**config.mk**
```make
export PLATFORM = sky130hd
export DESIGN_NAME = serial_add_ctrl
export DESIGN_NICKNAME = d
export VERILOG_FILES = /design/src/rtl/serial_add_ctrl.sv
export SDC_FILE = /design/constraint.sdc
export NUM_CORES = 1
export LEC_CHECK = 0
export BUFFER_PORTS_ARGS = -buffer_cell sky130_fd_sc_hd__buf_2
export CAP_MARGIN = 20
export CORE_ASPECT_RATIO = 1.4
export CORE_MARGIN = 2
export CORE_UTILIZATION = 53
export CTS_BUF_LIST = sky130_fd_sc_hd__clkbuf_16
export DETAILED_ROUTE_END_ITERATION = 8
export PLACE_DENSITY = 0.77
export SYNTH_ARGS = -nofsm -noshare
export SYNTH_HDL_FRONTEND = slang
export SYNTH_HIERARCHICAL = 1
export SYNTH_SLANG_ARGS = --single-unit
```
**constraint.sdc**
```tcl
create_clock -name clk -period 2.4 [get_ports clk]
set_input_delay 0.48 -clock clk [delete_from_list [all_inputs] [get_ports clk]]
set_output_delay 0.48 -clock clk [all_outputs]
set_load 0.01 [all_outputs]
```
**src/rtl/serial_add_ctrl.sv**
```systemverilog
// -----------------------------------------------------------------------------
// serial_add_ctrl
//   Bit-serial adder controller. One shared 1-bit full-adder cell (two hadd1
//   half-adders and an OR for the carry) is stepped over WIDTH clock cycles to
//   add two WIDTH-bit operands, LSB first. A start/done handshake lets a host
//   issue additions without a WIDTH-bit ripple adder.
//
// Ports
//   clk    in   1      rising-edge clock
//   rst    in   1      synchronous, active-high reset
//   start  in   1      request a new addition (accepted only in IDLE/DONE)
//   a      in   WIDTH  operand A, captured on an accepted start
//   b      in   WIDTH  operand B, captured on an accepted start
//   busy   out  1      high while the serial addition is running
//   done   out  1      one-cycle pulse: sum/cout hold the new result
//   sum    out  WIDTH  last completed result
//   cout   out  1      carry out of the MSB, held together with sum
// -----------------------------------------------------------------------------

// -----------------------------------------------------------------------------
// hadd1
//   1-bit half adder.
//   i_a, i_b  in   addend bits
//   o_s       out  sum bit
//   o_c       out  carry bit
// -----------------------------------------------------------------------------
module hadd1 (
  input  logic i_a,
  input  logic i_b,
  output logic o_s,
  output logic o_c
);

  assign o_s = i_a ^ i_b;
  assign o_c = i_a & i_b;

endmodule

module serial_add_ctrl #(
  parameter int WIDTH = 8
) (
  input  logic             clk,
  input  logic             rst,
  input  logic             start,
  input  logic [WIDTH-1:0] a,
  input  logic [WIDTH-1:0] b,
  output logic             busy,
  output logic             done,
  output logic [WIDTH-1:0] sum,
  output logic             cout
);

  localparam int                CNT_W    = $clog2(WIDTH);
  localparam logic [CNT_W-1:0]  CNT_LAST = CNT_W'(WIDTH - 1);

  typedef enum logic [1:0] {
    S_IDLE = 2'd0,
    S_RUN  = 2'd1,
    S_DONE = 2'd2
  } state_t;

  state_t           r_state;
  logic             r_busy;
  logic             r_done;
  logic [CNT_W-1:0] r_cnt;
  logic             r_c;
  logic [WIDTH-1:0] r_ra;
  logic [WIDTH-1:0] r_rb;
  logic [WIDTH-1:0] r_ps;
  logic [WIDTH-1:0] r_sum;
  logic             r_cout;

  logic             w_ha0_s;
  logic             w_ha0_c;
  logic             w_ha1_s;
  logic             w_ha1_c;
  logic             w_carry;
  logic [WIDTH-1:0] w_ps_next;

  // Shared full-adder cell: bit 0 of each operand shift register plus the
  // running carry.
  hadd1 u_ha0 (
    .i_a (r_ra[0]),
    .i_b (r_rb[0]),
    .o_s (w_ha0_s),
    .o_c (w_ha0_c)
  );

  hadd1 u_ha1 (
    .i_a (w_ha0_s),
    .i_b (r_c),
    .o_s (w_ha1_s),
    .o_c (w_ha1_c)
  );

  assign w_carry = w_ha0_c | w_ha1_c;

  // New sum bit enters at the MSB; after WIDTH shifts bit 0 lands at index 0.
  assign w_ps_next = {w_ha1_s, r_ps[WIDTH-1:1]};

  always_ff @(posedge clk) begin
    if (rst) begin
      r_state <= S_IDLE;
      r_busy  <= 1'b0;
      r_done  <= 1'b0;
      r_cnt   <= '0;
      r_c     <= 1'b0;
      r_sum   <= '0;
      r_cout  <= 1'b0;
    end else begin
      case (r_state)
        S_IDLE, S_DONE: begin
          r_done <= 1'b0;
          if (start) begin
            r_ra    <= a;
            r_rb    <= b;
            r_c     <= 1'b0;
            r_cnt   <= '0;
            r_state <= S_RUN;
            r_busy  <= 1'b1;
          end else begin
            r_state <= S_IDLE;
            r_busy  <= 1'b0;
          end
        end

        S_RUN: begin
          r_ra <= {1'b0, r_ra[WIDTH-1:1]};
          r_rb <= {1'b0, r_rb[WIDTH-1:1]};
          r_c  <= w_carry;
          r_ps <= w_ps_next;
          // sum/cout are written only here so the host never sees a
          // partially assembled result.
          if (r_cnt == CNT_LAST) begin
            r_sum   <= w_ps_next;
            r_cout  <= w_carry;
            r_state <= S_DONE;
            r_busy  <= 1'b0;
            r_done  <= 1'b1;
          end else begin
            r_cnt <= r_cnt + 1'b1;
          end
        end

        default: begin
          r_state <= S_IDLE;
          r_busy  <= 1'b0;
          r_done  <= 1'b0;
        end
      endcase
    end
  end

  assign busy = r_busy;
  assign done = r_done;
  assign sum  = r_sum;
  assign cout = r_cout;

endmodule

```
==> results.json, run 1 <==
{
  "syn_inst": 117,
  "cts_tree": "built",
  "cts_buffers": 5,
  "synthTopCellsByCount": "edfxtp_1, nand2_1, dfxtp_1",
  "regArea_um2": 1030,
  "critPathArrivalTime_ns": 1.75,
  "peakVddDrop_uv": 685,
  "grt_setup_unrepaired": "false",
  "power_density_nw_per_um2": 795,
  "hpwl_um": 1810,
  "synthDistinctLibCells": 21,
  "grtUsageTotal_pct": 17.0,
  "die-area_um2": 3370,
  "cts-root-buf": "clkbuf_16",
  "ys_seq_elements": 40,
  "post-route-util_pct": 66.0,
  "grt_first_pass_wirelength_um": 4130,
  "post_cts_buffers": 0,
  "grt_overflow": 0,
  "synth_top_area_share_pct": 44.7,
  "clkPwrFrac_pct": 41.7,
  "multi_input_comb_area_um2": 484,
  "vias": 958,
  "tns_ns": 0,
  "grt_max_degree": 21,
  "clk_pin_slew_ns": 0.05,
  "syn_nets": 140,
  "rows": 23,
  "worstPathMaxFanout": 20,
  "drt_pass1_iterations": 4,
  "p_leak_nw": 0.734,
  "hp-class": "reg2reg",
  "use_met2_pct": 30.8,
  "combPwrFrac_pct": 6.0,
  "clock_latency_ns": 0.28,
  "synth_top_flop_cell": "edfxtp_1",
  "yosys_warnings": 6,
  "die_height_um": 67.9,
  "tightestPinTransition_ns": 0.851,
  "cts.sinks": 40,
  "use_met1_pct": 16.9,
  "antenna_found_initial": 0,
  "start_util_pct": 54.7,
  "critical_path_class": "reg2reg",
  "p_int_mw": 1.18,
  "area_growth_pct": 20.6,
  "detail_route.wl_per_cell_um": 13.3,
  "holdBufCountCts": 0,
  "top_usage_layer": "met2",
  "gp_congestion": 0.689,
  "synth_area_leader_cell": "edfxtp_1",
  "num_antenna_cells": 0,
  "clock_skew_ns": 0.00382,
  "power.switching_mw": 0.298,
  "setup_viol": 0,
  "ant_nets": 0,
  "core_area_um2": 2820,
  "ys_async_sr_fraction_pct": 0,
  "nNetsFinal": 173,
  "port_buffers": 29,
  "drt-initial-drc-count": 14,
  "design_area_um2": 1860,
  "synth.cell_area_um2": 1540,
  "yosysMostFrequentCell": "edfxtp_1",
  "dpl_cell_area_um2": 1720,
  "synth_seq_area_share_pct": 66.8,
  "syn_avg_cell_area_um2": 13.2,
  "finalMaxSlewViolations": 0,
  "max_freq_mhz": 564,
  "grt_pass1_vias": 998,
  "drc": 0,
  "p_sw_share_pct": 20.1,
  "fillCellCount": 245,
  "h-tree-depth": 2,
  "ctsResizeCount": 0,
  "clock_path_buffers": 2,
  "use_met3_pct": 6.33,
  "worst_ep_required_time_ns": 2.38,
  "fin_crit_ns": 1.77,
  "synth-edff-count": 23,
  "maxCapViolCount": 0,
  "maxSlewHeadroom_pct": 43.3,
  "drt_wl_total_um": 2500,
  "status": "finished, final reports clean",
  "detail_route.vias_per_cell": 5.10,
  "synthTopCellsByArea": "edfxtp_1, dfxtp_1, mux2_1",
  "fp.dieW_um": 49.6,
  "num_io_pins": 30,
  "critPathCaptureType": "flop",
  "period_share_pct": 73.8,
  "drive_gt1_share_pct": 25.8,
  "critPathLaunchType": "flop",
  "power_frac_seq_pct": 52.3,
  "hold_viol_final": 0
}
-- state kept, by name, indices dropped and copies added (netlist names) --
signal and count:
busy 1, cout 1, done 1, r_c 1, r_cnt 3, r_ps 7, r_ra 8, r_rb 8
r_state 2, sum 8
-- cell type report --
type                            instances  area share [%]
Sequential cell                        40            55.4
Clock buffer                            5            6.72
Timing Repair Buffer                   31            8.60
Multi-Input combinational cell         72            26.0
Tap cell                               37            2.49
Clock inverter                          3           0.806
-- final timing paths --
check                                start      end  slack, ns  cells past startpoint
worst max-delay path            r_state[1]  r_ra[0]       0.63                      3
worst min-delay path                sum[4]   sum[4]       0.45                      2
worst max register to register  r_state[1]  r_ra[0]       0.63                      3
worst min register to register      sum[4]   sum[4]       0.45                      2
-- kinds of logic after synthesis --
group | count (synthesis) | share of synthesized area (%)
DFF | 40 | 66.8
and+or+nand+nor | 37 | 12.1
AOI/OAI and AO/OA | 17 | 5.83
muxes | 14 | 10.2
buffers and inverters | 5 | 1.86
adders and majority gates | 4 | 3.24
-- critical path, cell delays in order, from the launching register on --
cell and delay (ns):
dfxtp_1 0.34, nand2b_1 0.54, a21oi_1 0.35, buf_4 0.24
-- metal layers --
metal | share of wire (%) | routed length, µm
met4 | 2.2 | 56
met2 | 53 | 1310
met5 | 0 | 0
met3 | 5.4 | 136
met1 | 40 | 990
-- power by group through the flow --
| stage | combinational [mW] | sequential [mW] | clock, mW |
|---|---|---|---|
| final | 0.0893 | 0.773 | 0.617 |
| after global routing | 0.0997 | 0.776 | 0.670 |
| after CTS | 0.0911 | 0.774 | 0.636 |
| after detailed placement | 0.0904 | 0.788 | 0 |
| after global placement | 0.0848 | 0.786 | 0 |
| after floorplan | 0.0600 | 0.785 | 0 |
-- layout by cell type, fill, tap and decap left out --
cell type	synthesis	routed
mux2_1	14	14
ha_1	4	4
and3b_1	1	1
o21a_1	1	1
buf_4	2	2
a21oi_1	15	15
clkinv_1	0	1
buf_2	2	29
nand2_1	19	19
nor3b_2	1	1
o21bai_1	1	1
inv_1	0	1
nand3b_1	1	1
or3b_1	1	1
nor2_1	1	1
edfxtp_1	23	23
nor2_2	1	1
nand3_1	4	4
and2_1	3	3
clkinvlp_4	0	1
clkbuf_16	0	5
dfxtp_1	17	17
nand2b_1	3	3
nor3_1	2	2
-- stage by stage --
stage / total power [mW] / setup WS [ns] / instances / hold slack (ns)
global route: 1.55 / 0.492 / 188 / 0.464
detailed placement: 0.879 / 0.627 / 180 / 0.440
finish: 1.48 / 0.628 / 188 / 0.449
global placement: 0.871 / 0.701 / 180 / 0.440
CTS: 1.50 / 0.599 / 188 / 0.451
floorplan: 0.845 / 0.346 / 117 / 0.426
Power figures use the tool's default switching activity.
==> run 2, diff against run 1 <==
Settings changed: CORE_UTILIZATION 53 to 48, PLACE_DENSITY 0.77 to 0.74.
Clock period 2.4 ns to 1.47 ns, I/O delays scaled along.
==> run 2 against run 1 <==
Wire length rose by 13%. First-iteration DRC count rose by 79%. Non-clock buffer count rose by 5. Critical path depth rose by 2.
==> results.json, run 2 (synthesis results as in run 1) <==
{
  "status": "finished, final reports clean",
  "maxSlewHeadroom_pct": 76.6,
  "p_leak_nw": 0.778,
  "top_layer": "met4",
  "fillCellCount": 233,
  "worst_ep_required_time_ns": 1.62,
  "cts-root-buf": "clkbuf_16",
  "grt_overflow": 0,
  "clock_latency_ns": 0.28,
  "num_antenna_cells": 0,
  "clock_path_buffers": 2,
  "finalMaxSlewViolations": 0,
  "die-area_um2": 3690,
  "grt_max_degree": 21,
  "worstPathMaxFanout": 6,
  "drt_pass1_iterations": 4,
  "crit_slowest_cell": "or3b_4",
  "fin_crit_ns": 1.45,
  "cts_buffers": 5,
  "tightestPinTransition_ns": 0.352,
  "final_cell_mix": "buf_2, edfxtp_1, nand2_1",
  "port_buffers": 29,
  "r2r-start": "r_cnt[0]",
  "hpwl_um": 1910,
  "fp.dieW_um": 51.9,
  "hold_viol_final": 0,
  "wl_met1_um": 1040,
  "h-tree-depth": 2,
  "antenna_found_initial": 0,
  "detail_route.vias_per_cell": 5.19,
  "dpl_cell_area_um2": 1800,
  "critPathArrivalTime_ns": 1.60,
  "maxCapViolCount": 0,
  "post-place-ws_ns": -0.0332,
  "crit_family": "simple AND/OR/NAND/NOR gates",
  "cp-startpoint": "r_cnt[0]",
  "vias": 1013,
  "critPathLaunchType": "flop",
  "critical_path_class": "reg2reg",
  "peakVddDrop_uv": 993,
  "die_height_um": 71.1,
  "core_area_um2": 3090,
  "detail_route.wl_per_cell_um": 14.4,
  "cp_num_buf_inv": 0,
  "final_common_cell": "buf_2",
  "grtUsageTotal_pct": 17.9,
  "grt_first_pass_wirelength_um": 4720,
  "holdBufCountCts": 0,
  "start_util_pct": 49.9,
  "drt-initial-drc-count": 25,
  "num_io_pins": 30,
  "area_growth_pct": 28.6,
  "wl_met3_um": 137,
  "post_cts_buffers": 0,
  "critPathCaptureType": "flop",
  "setup_ws_ns": 0.0244,
  "drc": 0,
  "holdCritStartpoint": "b[7]",
  "grt_pass1_vias": 1098,
  "setup_viol": 0,
  "max_freq_mhz": 692,
  "hp-class": "in2reg",
  "slowest_delay_ns": 0.42,
  "ant_nets": 0,
  "rows": 24,
  "met2WireLength_um": 1530,
  "design_area_um2": 1990,
  "power_density_nw_per_um2": 1290,
  "gp_congestion": 0.656,
  "crit_chain": "ha_2 -> ha_4 -> or3b_4 -> nand3_1 -> a21oi_1",
  "cts.sinks": 40,
  "period_share_pct": 98.3,
  "nNetsFinal": 178,
  "drive_gt1_share_pct": 32.7,
  "cts_tree": "built",
  "clock_skew_ns": 0.00601,
  "drt_wl_total_um": 2810,
  "clk_pin_slew_ns": 0.06,
  "tns_ns": 0
}
## run 2: worst paths after layout
path                   end  slack, ns  cells past startpoint
setup reg to reg  r_cnt[2]       0.02                      5
setup / recovery  r_cnt[2]       0.02                      5
hold / removal     r_rb[7]       0.29                      2
hold reg to reg     sum[2]       0.46                      2
## run 2: worst register-to-register path, stage by stage, from the launching register on
cell,delay [ns]
dfxtp_1,0.33
ha_2,0.20
ha_4,0.17
or3b_4,0.42
nand3_1,0.13
a21oi_1,0.08
## run 2: timing repair
item | 4_1_cts | 5_1_grt
hold endpoints to repair | 0 | 0
pin swaps | 0 | 1
resized for setup | 3 | 4
endpoints found under the setup margin | 4 | 12
## run 2: report_power, final
| part | switching [mW] | total (mW) | leakage [nW] | internal [mW] |
|---|---|---|---|---|
| Sequential | 0.0190 | 1.26 | 0.353 | 1.25 |
| Combinational | 0.0864 | 0.179 | 0.341 | 0.0925 |
| Clock | 0.405 | 1.13 | 0.0832 | 0.722 |
## run 2: through the flow
step	instances	hold slack (ns)	utilization, %	power [mW]
floorplan	117	0.426	-	1.38
global placement	187	0.438	58.1	1.45
detailed placement	187	0.444	58.1	1.46
CTS	195	0.285	63.6	2.60
global route	195	0.297	64.2	2.67
finish	195	0.291	64.2	2.57
## run 2: final cells by class
cell class	instances	area [µm²]	area share, %
sequential	40	1030	51.9
multi-input combinational	72	524	26.4
timing repair buffer	36	223	11.2
clock buffer	6	150	7.56
tap	39	48.8	2.46
clock inverter	2	8.76	0.441
## run 2: per-layer routing
layer	global-route usage, %	up-vias
li1	-	491
met1	18.2	480
met2	30.4	33
met3	5.27	9
met4	12.6	0
met5	0	-
